===== src/rtl/mlp_infer_ctrl_if.sv =====
// Request, datapath and response signals of the MLP inference controller.
// The controller connects through the slave modport; the host side uses master.
interface mlp_infer_ctrl_if #(
    parameter int IDX_W      = 10,
    parameter int CLS_W      = 9,
    parameter int DATA_WIDTH = 8
);
    logic                  req_valid;
    logic                  req_ready;
    logic [IDX_W-1:0]      req_m;
    logic [IDX_W-1:0]      req_n;
    logic [IDX_W-1:0]      req_k;
    logic                  abort;
    logic [IDX_W-1:0]      dp_m_index;
    logic [IDX_W-1:0]      dp_n_index;
    logic [IDX_W-1:0]      dp_k_index;
    logic                  dp_read_enable;
    logic                  sm_done;
    logic [CLS_W-1:0]      sm_addr;
    logic [DATA_WIDTH-1:0] sm_value;
    logic                  rsp_valid;
    logic                  rsp_ready;
    logic [CLS_W-1:0]      rsp_index;
    logic [DATA_WIDTH-1:0] rsp_value;
    logic                  rsp_timeout;
    logic                  busy;

    modport slave (
        input  req_valid, req_m, req_n, req_k, abort, sm_done, sm_value, rsp_ready,
        output req_ready, dp_m_index, dp_n_index, dp_k_index, dp_read_enable,
               sm_addr, rsp_valid, rsp_index, rsp_value, rsp_timeout, busy
    );

    modport master (
        output req_valid, req_m, req_n, req_k, abort, sm_done, sm_value, rsp_ready,
        input  req_ready, dp_m_index, dp_n_index, dp_k_index, dp_read_enable,
               sm_addr, rsp_valid, rsp_index, rsp_value, rsp_timeout, busy
    );
endinterface


===== src/rtl/mlp_infer_ctrl.sv =====
// Sequences one MLP inference (lookup, compute, softmax wait) and then runs a
// one-element-per-cycle argmax scan over the softmax outputs.
//
//   state   | meaning
//   IDLE    | ready for a request
//   LOOKUP  | embedding read enabled for EMB_LAT cycles
//   COMPUTE | layer1/ReLU/layer2 settling for CMP_LAT cycles
//   SM_WAIT | waiting for sm_done, bounded by SM_TIMEOUT
//   SCAN    | argmax over softmax elements, one per cycle
//   RESP    | result offered until rsp handshake
module mlp_infer_ctrl #(
    parameter int EMB_LAT     = 2,
    parameter int CMP_LAT     = 9,
    parameter int SM_TIMEOUT  = 1023,
    parameter int NUM_CLASSES = 387,
    parameter int IDX_W       = 10,
    parameter int CLS_W       = 9,
    parameter int DATA_WIDTH  = 8
) (
    input logic              clk,
    input logic              reset,
    mlp_infer_ctrl_if.slave  bus
);
    localparam logic [2:0] IDLE    = 3'd0;
    localparam logic [2:0] LOOKUP  = 3'd1;
    localparam logic [2:0] COMPUTE = 3'd2;
    localparam logic [2:0] SM_WAIT = 3'd3;
    localparam logic [2:0] SCAN    = 3'd4;
    localparam logic [2:0] RESP    = 3'd5;

    localparam int CNT_W  = $clog2(EMB_LAT + CMP_LAT + 1);
    localparam int WCNT_W = $clog2(SM_TIMEOUT + 1);

    localparam logic [CNT_W-1:0]  EMB_LOAD  = CNT_W'(EMB_LAT - 1);
    localparam logic [CNT_W-1:0]  CMP_LOAD  = CNT_W'(CMP_LAT - 1);
    localparam logic [WCNT_W-1:0] WCNT_LAST = WCNT_W'(SM_TIMEOUT - 1);
    localparam logic [CLS_W-1:0]  CLS_LAST  = CLS_W'(NUM_CLASSES - 1);

    logic [2:0]            state_q,     state_d;
    logic [CNT_W-1:0]      cnt_q,       cnt_d;
    logic [WCNT_W-1:0]     wcnt_q,      wcnt_d;
    logic [CLS_W-1:0]      addr_q,      addr_d;
    logic [DATA_WIDTH-1:0] max_val_q,   max_val_d;
    logic [CLS_W-1:0]      max_idx_q,   max_idx_d;
    logic [IDX_W-1:0]      m_q,         m_d;
    logic [IDX_W-1:0]      n_q,         n_d;
    logic [IDX_W-1:0]      k_q,         k_d;
    logic                  rsp_valid_q, rsp_valid_d;
    logic [CLS_W-1:0]      rsp_index_q, rsp_index_d;
    logic [DATA_WIDTH-1:0] rsp_value_q, rsp_value_d;
    logic                  rsp_tmo_q,   rsp_tmo_d;
    logic                  gt;

    // Strict compare keeps the lowest index on ties.
    assign gt = bus.sm_value > max_val_q;

    always_comb begin
        state_d     = state_q;
        cnt_d       = cnt_q;
        wcnt_d      = wcnt_q;
        addr_d      = addr_q;
        max_val_d   = max_val_q;
        max_idx_d   = max_idx_q;
        m_d         = m_q;
        n_d         = n_q;
        k_d         = k_q;
        rsp_valid_d = rsp_valid_q;
        rsp_index_d = rsp_index_q;
        rsp_value_d = rsp_value_q;
        rsp_tmo_d   = rsp_tmo_q;
        case (state_q)
            IDLE: begin
                if (bus.req_valid) begin
                    m_d     = bus.req_m;
                    n_d     = bus.req_n;
                    k_d     = bus.req_k;
                    cnt_d   = EMB_LOAD;
                    state_d = LOOKUP;
                end
            end
            LOOKUP: begin
                if (bus.abort) begin
                    state_d = IDLE;
                end else if (cnt_q == '0) begin
                    cnt_d   = CMP_LOAD;
                    state_d = COMPUTE;
                end else begin
                    cnt_d = cnt_q - 1'b1;
                end
            end
            COMPUTE: begin
                if (bus.abort) begin
                    state_d = IDLE;
                end else if (cnt_q == '0) begin
                    wcnt_d  = '0;
                    state_d = SM_WAIT;
                end else begin
                    cnt_d = cnt_q - 1'b1;
                end
            end
            SM_WAIT: begin
                if (bus.abort) begin
                    state_d = IDLE;
                end else if (bus.sm_done) begin
                    addr_d    = '0;
                    max_val_d = '0;
                    max_idx_d = '0;
                    state_d   = SCAN;
                end else if (wcnt_q == WCNT_LAST) begin
                    rsp_valid_d = 1'b1;
                    rsp_tmo_d   = 1'b1;
                    rsp_index_d = '0;
                    rsp_value_d = '0;
                    state_d     = RESP;
                end else begin
                    wcnt_d = wcnt_q + 1'b1;
                end
            end
            SCAN: begin
                if (bus.abort) begin
                    state_d = IDLE;
                end else begin
                    if (gt) begin
                        max_val_d = bus.sm_value;
                        max_idx_d = addr_q;
                    end
                    if (addr_q == CLS_LAST) begin
                        rsp_valid_d = 1'b1;
                        rsp_tmo_d   = 1'b0;
                        rsp_index_d = gt ? addr_q : max_idx_q;
                        rsp_value_d = gt ? bus.sm_value : max_val_q;
                        state_d     = RESP;
                    end else begin
                        addr_d = addr_q + 1'b1;
                    end
                end
            end
            RESP: begin
                if (bus.rsp_ready) begin
                    rsp_valid_d = 1'b0;
                    state_d     = IDLE;
                end
            end
            default: state_d = IDLE;
        endcase
    end

    always_ff @(posedge clk or posedge reset) begin
        if (reset) begin
            state_q     <= IDLE;
            cnt_q       <= '0;
            wcnt_q      <= '0;
            addr_q      <= '0;
            max_val_q   <= '0;
            max_idx_q   <= '0;
            m_q         <= '0;
            n_q         <= '0;
            k_q         <= '0;
            rsp_valid_q <= 1'b0;
            rsp_index_q <= '0;
            rsp_value_q <= '0;
            rsp_tmo_q   <= 1'b0;
        end else begin
            state_q     <= state_d;
            cnt_q       <= cnt_d;
            wcnt_q      <= wcnt_d;
            addr_q      <= addr_d;
            max_val_q   <= max_val_d;
            max_idx_q   <= max_idx_d;
            m_q         <= m_d;
            n_q         <= n_d;
            k_q         <= k_d;
            rsp_valid_q <= rsp_valid_d;
            rsp_index_q <= rsp_index_d;
            rsp_value_q <= rsp_value_d;
            rsp_tmo_q   <= rsp_tmo_d;
        end
    end

    assign bus.req_ready      = (state_q == IDLE);
    assign bus.busy           = (state_q != IDLE);
    assign bus.dp_read_enable = (state_q == LOOKUP);
    assign bus.dp_m_index     = m_q;
    assign bus.dp_n_index     = n_q;
    assign bus.dp_k_index     = k_q;
    assign bus.sm_addr        = addr_q;
    assign bus.rsp_valid      = rsp_valid_q;
    assign bus.rsp_index      = rsp_index_q;
    assign bus.rsp_value      = rsp_value_q;
    assign bus.rsp_timeout    = rsp_tmo_q;
endmodule


===== src/flat_wrapper.sv =====
// flat-port wrapper written by rule: the top's interface ports become plain ports
module mlp_infer_ctrl_flat 
#(
    parameter int EMB_LAT     = 2,
    parameter int CMP_LAT     = 9,
    parameter int SM_TIMEOUT  = 1023,
    parameter int NUM_CLASSES = 387,
    parameter int IDX_W       = 10,
    parameter int CLS_W       = 9,
    parameter int DATA_WIDTH  = 8
)
  (clk, reset, bus_req_valid, bus_req_m, bus_req_n, bus_req_k, bus_abort, bus_sm_done, bus_sm_value, bus_rsp_ready, bus_req_ready, bus_dp_m_index, bus_dp_n_index, bus_dp_k_index, bus_dp_read_enable, bus_sm_addr, bus_rsp_valid, bus_rsp_index, bus_rsp_value, bus_rsp_timeout, bus_busy);
  mlp_infer_ctrl_if #(.IDX_W(IDX_W), .CLS_W(CLS_W), .DATA_WIDTH(DATA_WIDTH)) bus_i ();
  input logic clk;
  input logic reset;
  input wire logic [$bits(bus_i.req_valid)-1:0] bus_req_valid;
  input wire logic [$bits(bus_i.req_m)-1:0] bus_req_m;
  input wire logic [$bits(bus_i.req_n)-1:0] bus_req_n;
  input wire logic [$bits(bus_i.req_k)-1:0] bus_req_k;
  input wire logic [$bits(bus_i.abort)-1:0] bus_abort;
  input wire logic [$bits(bus_i.sm_done)-1:0] bus_sm_done;
  input wire logic [$bits(bus_i.sm_value)-1:0] bus_sm_value;
  input wire logic [$bits(bus_i.rsp_ready)-1:0] bus_rsp_ready;
  output wire logic [$bits(bus_i.req_ready)-1:0] bus_req_ready;
  output wire logic [$bits(bus_i.dp_m_index)-1:0] bus_dp_m_index;
  output wire logic [$bits(bus_i.dp_n_index)-1:0] bus_dp_n_index;
  output wire logic [$bits(bus_i.dp_k_index)-1:0] bus_dp_k_index;
  output wire logic [$bits(bus_i.dp_read_enable)-1:0] bus_dp_read_enable;
  output wire logic [$bits(bus_i.sm_addr)-1:0] bus_sm_addr;
  output wire logic [$bits(bus_i.rsp_valid)-1:0] bus_rsp_valid;
  output wire logic [$bits(bus_i.rsp_index)-1:0] bus_rsp_index;
  output wire logic [$bits(bus_i.rsp_value)-1:0] bus_rsp_value;
  output wire logic [$bits(bus_i.rsp_timeout)-1:0] bus_rsp_timeout;
  output wire logic [$bits(bus_i.busy)-1:0] bus_busy;
  assign bus_i.req_valid = bus_req_valid;
  assign bus_i.req_m = bus_req_m;
  assign bus_i.req_n = bus_req_n;
  assign bus_i.req_k = bus_req_k;
  assign bus_i.abort = bus_abort;
  assign bus_i.sm_done = bus_sm_done;
  assign bus_i.sm_value = bus_sm_value;
  assign bus_i.rsp_ready = bus_rsp_ready;
  assign bus_req_ready = bus_i.req_ready;
  assign bus_dp_m_index = bus_i.dp_m_index;
  assign bus_dp_n_index = bus_i.dp_n_index;
  assign bus_dp_k_index = bus_i.dp_k_index;
  assign bus_dp_read_enable = bus_i.dp_read_enable;
  assign bus_sm_addr = bus_i.sm_addr;
  assign bus_rsp_valid = bus_i.rsp_valid;
  assign bus_rsp_index = bus_i.rsp_index;
  assign bus_rsp_value = bus_i.rsp_value;
  assign bus_rsp_timeout = bus_i.rsp_timeout;
  assign bus_busy = bus_i.busy;
  mlp_infer_ctrl #(.EMB_LAT(EMB_LAT), .CMP_LAT(CMP_LAT), .SM_TIMEOUT(SM_TIMEOUT), .NUM_CLASSES(NUM_CLASSES), .IDX_W(IDX_W), .CLS_W(CLS_W), .DATA_WIDTH(DATA_WIDTH)) u_core (.clk(clk), .reset(reset), .bus(bus_i));
endmodule

===== config.mk =====
export PLATFORM = sky130hd
export DESIGN_NAME = mlp_infer_ctrl_flat
export DESIGN_NICKNAME = d
export VERILOG_FILES = /design/src/rtl/mlp_infer_ctrl_if.sv /design/src/rtl/mlp_infer_ctrl.sv /design/src/flat_wrapper.sv
export SDC_FILE = /design/constraint.sdc
export NUM_CORES = 1
export LEC_CHECK = 0
export ABC_AREA = 1
export BUFFER_PORTS_ARGS = -buffer_cell sky130_fd_sc_hd__buf_4
export CORE_MARGIN = 1
export CORE_UTILIZATION = 30
export CTS_CLUSTER_SIZE = 8
export DETAILED_ROUTE_END_ITERATION = 8
export PLACE_DENSITY = 0.47
export SETUP_SLACK_MARGIN = 0.3
export SLEW_MARGIN = 20
export SYNTH_ARGS = -nofsm -noshare
export SYNTH_HDL_FRONTEND = slang
export SYNTH_SLANG_ARGS = --single-unit

===== constraint.sdc =====
create_clock -name clk -period 4.4 [get_ports clk]
set_input_delay 1.32 -clock clk [delete_from_list [all_inputs] [get_ports clk]]
set_output_delay 1.32 -clock clk [all_outputs]
set_load 0.005 [all_outputs]

==> flow_summary.json, run 1 <==
{
  "status": "finished clean",
  "cp_data_arrival_time_ns": 3.01,
  "clk_latency_ns": 0.35,
  "fin_area_mm2": 0.00604,
  "rows": 45,
  "grt_pass1_vias": 4008,
  "ys.flop_type": "dfrtp_1",
  "critPathMaxFanout": 18,
  "htreeDepth": 3,
  "final_nets": 705,
  "leakage_uw": 0.00304,
  "synthToLayoutAreaGrowth_pct": 25.8,
  "async_reset_ff_frac": 1.00,
  "fmax_ghz": 0.361,
  "top_layer": "met4",
  "portBuffers": 104,
  "vdd_ir_drop_max_uv": 335,
  "clkSlewWorstSetupHoldPaths_ns": 0.07,
  "design.core.area_mm2": 0.0154,
  "netlist_area_mm2": 0.00480,
  "cp-start-kind": "input port",
  "place_congestion": 0.823,
  "cts_root_buffer": "clkbuf_16",
  "seq_area_frac_synth": 0.479,
  "worstPathRequired_ns": 4.64,
  "ios": 105,
  "antenna_found_initial": 0,
  "hold_viol": 0,
  "vias_per_cell": 4.72,
  "worstSetupEndpointType": "flop",
  "preCtsSetupSlack_ns": 1.29,
  "die-area_mm2": 0.0165,
  "rsz0062_at_grt": "no",
  "path_class": "in -> reg",
  "power_per_cell_area_mw_per_mm2": 559,
  "setup_viol": 0,
  "dp_hpwl_um": 8820,
  "initial_core_util": 0.311,
  "first_iter_violations": 203,
  "synth-edff-count": 0,
  "syn_nets": 604,
  "slew_viol_final": 0,
  "clkSinkCount": 92,
  "rr_worst_depth": 9,
  "syn_avg_cell_area_um2": 8.78,
  "grt_first_pass_wirelength_um": 20400,
  "ys_types": 35,
  "dpl_cell_area_mm2": 0.00576,
  "tightest_slew_ns": 0.701,
  "die_width_um": 129,
  "firstDrtPassIters": 4,
  "layout_setup_ws_ns": 1.63,
  "grt_overflow": 0,
  "antenna_left": 0,
  "holdCritPathClass": "reg -> reg",
  "relSlewSlack": 0.533,
  "fp.dieH_um": 129,
  "clock_skew_ns": 0.00735,
  "maxCapViolCount": 0,
  "wl_met1_um": 5740,
  "cts_made_buffers": 9,
  "finalCritPeriodShare": 0.629,
  "clockBufferDepth": 2,
  "drcViolationCount": 0,
  "wl_met3_um": 705,
  "min_path_cells": 2,
  "period_needed_ns": 2.77,
  "grt_usage": 0.157,
  "ctsHoldBuffers": 0,
  "drt-total-wl_um": 12300,
  "fin_setup_tns_ns": 0,
  "ys_warn_count": 0,
  "cts_tree": "built",
  "cts-resized-gates": 0,
  "ys_ff_latch": 92,
  "num-fill-cells": 1625,
  "route.detailed.wl_per_inst_um": 14.3,
  "drive_gt1_frac": 0.273,
  "wl_met2_um": 5810,
  "n_antenna_cell": 0,
  "synthCells": 547,
  "routed-via-count": 4081,
  "grt_max_degree": 54,
  "post_cts_buffers": 0
}
-- final timing paths --
kind                                startpoint                        to  slack (ns)
setup / recovery               bus_sm_value[7]       u_core.max_val_q[0]        1.63
hold / removal             u_core.max_idx_q[7]       u_core.max_idx_q[7]        0.48
setup reg to reg             u_core.state_q[0]   u_core.bus.rsp_index[4]        2.15
hold reg to reg            u_core.max_idx_q[7]       u_core.max_idx_q[7]        0.48
max in group asynchronous                reset       u_core.max_val_q[2]        2.64
min in group asynchronous                reset  u_core.bus.dp_m_index[8]        1.08
-- cells in the mapped netlist (2+ instances only) --
cell type | count | area [um2]
xnor2_1 | 2 | 17.5
or2_2 | 5 | 31.3
nand2_2 | 5 | 31.3
nand2_4 | 2 | 22.5
nor2_1 | 18 | 67.6
inv_1 | 62 | 233
ha_1 | 13 | 163
nor3_1 | 6 | 30.0
inv_4 | 2 | 12.5
a21oi_1 | 7 | 35.0
buf_2 | 6 | 30.0
clkbuf_4 | 2 | 15.0
nor2_2 | 2 | 12.5
clkbuf_1 | 3 | 11.3
o31ai_1 | 9 | 67.6
dfrtp_1 | 92 | 2300
nand4_1 | 41 | 257
nand3_1 | 41 | 205
inv_2 | 3 | 11.3
buf_6 | 5 | 56.3
o21ai_0 | 17 | 85.1
xor2_1 | 6 | 52.6
nand2_1 | 157 | 589
mux2_2 | 30 | 338
-- cell families after synthesis --
group | Yosys count | synth area share
and+or+nand+nor | 280 | 0.270
DFF | 92 | 0.479
buffers and inverters | 84 | 0.0797
AOI/OAI and AO/OA | 40 | 0.0526
muxes | 30 | 0.0703
adders and majority gates | 13 | 0.0339
xor gates and xnor gates | 8 | 0.0146
-- cells in the final DEF, fill, tap and decap left out, drive strengths merged, types with 5 or more instances in the layout --
cell type    n
o21ai       17
nand2      164
clkbuf       9
buf        107
xor2         6
nor3         6
dfrtp       92
ha          13
inv         71
o31ai        9
or2          5
a21oi        8
nand3       42
nor2        22
mux2        30
nand4       41
-- power breakdown --
group          total, uW  internal [uW]  switching (uW)
combinational       1320            629             689
clock                762            393             370
sequential          1300           1110             186
total               3380           2130            1250
-- per-stage QoR --
stage | power (uW) | hold WS (ns) | std cells | utilization
3_5_place_dp | 2640 | 0.465 | 848 | 0.373
4_1_cts | 3420 | 0.485 | 864 | 0.392
6_report | 3380 | 0.480 | 864 | 0.392
5_1_grt | 3640 | 0.509 | 864 | 0.392
3_3_place_gp | 2620 | 0.462 | 848 | 0.373
2_1_floorplan | 2070 | 0.449 | 547 | -
-- registers in the layout (all words and copies together) (netlist names) --
register and flops:
u_core.bus.dp_m_index 10, u_core.wcnt_q 10, u_core.bus.dp_n_index 10, u_core.bus.rsp_value 8, u_core.max_val_q 8, u_core.bus.rsp_valid 1
u_core.bus.rsp_timeout 1, u_core.cnt_q 4, u_core.max_idx_q 9, u_core.bus.dp_k_index 10, u_core.bus.sm_addr 9, u_core.bus.rsp_index 9
u_core.state_q 3
-- metal layers --
layer | up-vias | GRT usage
li1 | 2014 | -
met1 | 1967 | 0.203
met2 | 91 | 0.260
met3 | 9 | 0.0503
met4 | 0 | 0.0270
met5 | - | 0
-- area by class of cell --
cell class,instances,area [um2],share of cell area
Clock inverter,7,57.6,0.00953
Clock buffer,9,225,0.0373
Tap cell,211,264,0.0437
Inverter,67,259,0.0429
Sequential cell,92,2300,0.381
Timing Repair Buffer,107,816,0.135
Multi-Input combinational cell,371,2120,0.351
-- critical path, cell delays in order --
cell	delay, ns
buf_4	0.11
ha_1	0.30
a21o_1	0.18
nor2_1	0.13
nand2_2	0.24
nand2_2	0.39
nand2_1	0.14
nand4_1	0.11
nand2_1	0.06
Power figures use the tool's default switching activity.
==> inputs of run 2 (changes only) <==
==> constraint.sdc (replaced) <==
create_clock -name clk -period 2.9 [get_ports clk]
set_input_delay 0.87 -clock clk [delete_from_list [all_inputs] [get_ports clk]]
set_output_delay 0.87 -clock clk [all_outputs]
set_load 0.005 [all_outputs]
==> run 2 against run 1 <==
  * Cell count grew 0.35%
  * Setup slack lost 1.0 ns
  * Final area rose by 0.95%
  * Critical path type is now reg -> out
  * Largest power group unchanged
  * Highest routed layer unchanged
==> flow_summary.json, run 2 (synthesis results as in run 1) <==
{
  "fin_setup_tns_ns": 0,
  "clkSlewWorstSetupHoldPaths_ns": 0.07,
  "finalCritPeriodShare": 0.797,
  "clockBufferDepth": 2,
  "final_cell_mix": "nand2_1 (157), buf_4 (109), dfrtp_1 (92)",
  "final_common_cell": "nand2_1",
  "dp_hpwl_um": 8330,
  "initial_core_util": 0.311,
  "grt_first_pass_wirelength_um": 19500,
  "slowest_stage": "dfrtp_1",
  "clk_latency_ns": 0.35,
  "route.detailed.wl_per_inst_um": 13.7,
  "leakage_uw": 0.00306,
  "place_congestion": 0.786,
  "antenna_left": 0,
  "grt_pass1_vias": 3969,
  "p_seq_frac": 0.374,
  "n_antenna_cell": 0,
  "cp_data_arrival_time_ns": 1.44,
  "hold_viol": 0,
  "first_iter_violations": 191,
  "grt_max_degree": 93,
  "drt-total-wl_um": 11900,
  "worstPathRequired_ns": 2.03,
  "holdWs_ns": 0.482,
  "cp-start-kind": "flop",
  "firstDrtPassIters": 4,
  "die-area_mm2": 0.0165,
  "cp_cell_sequence": "nor2_2 -> nand2_1 -> inv_1 -> buf_4",
  "cts_tree": "built",
  "portBuffers": 104,
  "cp_slowest_stage_delay_ns": 0.45,
  "rows": 45,
  "fmax_ghz": 0.432,
  "grt_usage": 0.151,
  "htreeDepth": 3,
  "post_cts_buffers": 0,
  "hp-start": "u_core.bus.rsp_value[2]",
  "grt_overflow": 0,
  "relSlewSlack": 0.608,
  "power_per_cell_area_mw_per_mm2": 857,
  "p_sw_uw": 1890,
  "maxCapViolCount": 0,
  "worstSetupEndpointType": "output port",
  "vdd_ir_drop_max_uv": 482,
  "cts_root_buffer": "clkbuf_16",
  "antenna_found_initial": 0,
  "swShare": 0.361,
  "period_needed_ns": 2.31,
  "slew_viol_final": 0,
  "status": "finished clean",
  "design.core.area_mm2": 0.0154,
  "synthToLayoutAreaGrowth_pct": 27.0,
  "setup_viol": 0,
  "fp.dieH_um": 129,
  "routed-via-count": 4077,
  "combPwrFrac": 0.384,
  "r2r-start": "u_core.state_q[0]",
  "holdCritPathClass": "reg -> reg",
  "num-fill-cells": 1603,
  "critPathLaunch": "u_core.state_q[0]",
  "critPathMaxFanout": 6,
  "rsz0062_at_grt": "no",
  "vias_per_cell": 4.70,
  "clkSinkCount": 92,
  "ctsHoldBuffers": 0,
  "cts-resized-gates": 0,
  "drive_gt1_frac": 0.276,
  "ios": 105,
  "clock_skew_ns": 0.00736,
  "tightest_slew_ns": 0.584,
  "p_int_uw": 3340,
  "die_width_um": 129,
  "cts_made_buffers": 9,
  "drcViolationCount": 0,
  "final_nets": 708,
  "path_class": "reg -> out",
  "p_clk_frac": 0.242
}
## run 2: cell count changes in the layout (fill, tap and decap cells not counted)
cell	change
buf_4	+3
clkinv_4	-2
clkinvlp_4	+2
bufinv_16	+1
clkinv_2	-1
clkinv_8	+1
inv_4	-1
inv_6	-1
inv_8	+1
## run 2: per-stage QoR
step / power, uW / util / instances / cell area, um2 / setup WS [ns]
floorplan: 3140 / - / 547 / 4810 / 0.611
global route: 5630 / 0.395 / 867 / 6100 / 0.489
finish: 5230 / 0.395 / 867 / 6100 / 0.587
CTS: 5290 / 0.395 / 867 / 6100 / 0.570
detailed placement: 4010 / 0.375 / 851 / 5780 / 0.521
global placement: 3980 / 0.375 / 851 / 5780 / 0.510
## run 2: path summary, 6_finish.rpt
kind / end / slack [ns] / cells past startpoint
max in group asynchronous: u_core.bus.dp_k_index[4] / 1.85 / 3
min in group asynchronous: u_core.cnt_q[3] / 0.64 / 3
worst min-delay path: u_core.bus.rsp_value[2] / 0.48 / 2
worst max-delay path: bus_req_ready / 0.59 / 4
worst min register to register: u_core.bus.rsp_value[2] / 0.48 / 2
worst max register to register: u_core.bus.rsp_value[1] / 0.77 / 9
## run 2: metal layers
| metal | routed length, um | part of all wire | up-vias | global-route usage |
|---|---|---|---|---|
| li1 | - | - | 2019 | - |
| met1 | 5650 | 0.47 | 1958 | 0.198 |
| met2 | 5560 | 0.47 | 91 | 0.247 |
| met3 | 585 | 0.049 | 9 | 0.0412 |
| met4 | 106 | 0.0089 | 0 | 0.0332 |
| met5 | 0 | 0 | - | 0 |
## run 2: area by class of cell
| type | instances | area (um2) | share of cell area |
|---|---|---|---|
| Sequential cell | 92 | 2300 | 0.377 |
| Multi-Input combinational cell | 371 | 2120 | 0.347 |
| Timing Repair Buffer | 110 | 838 | 0.137 |
| Tap cell | 211 | 264 | 0.0433 |
| Inverter | 67 | 260 | 0.0427 |
| Clock buffer | 9 | 225 | 0.0369 |
| Clock inverter | 7 | 91.3 | 0.0150 |
## run 2: power groups by stage
stage | registers [uW] | logic (uW) | clock network (uW)
3_3_place_gp | 1970 | 2010 | 0
4_1_cts | 1960 | 2040 | 1300
5_1_grt | 2010 | 2250 | 1360
2_1_floorplan | 1950 | 1190 | 0
3_5_place_dp | 1970 | 2030 | 0
6_report | 1950 | 2010 | 1270
## run 2: worst max-delay path: cells and delay by family (launching register included)
family | cells | cell delay [ns]
flip-flops | 1 | 0.45
AND/OR/NAND/NOR | 2 | 0.43
buffers and inverters | 2 | 0.21
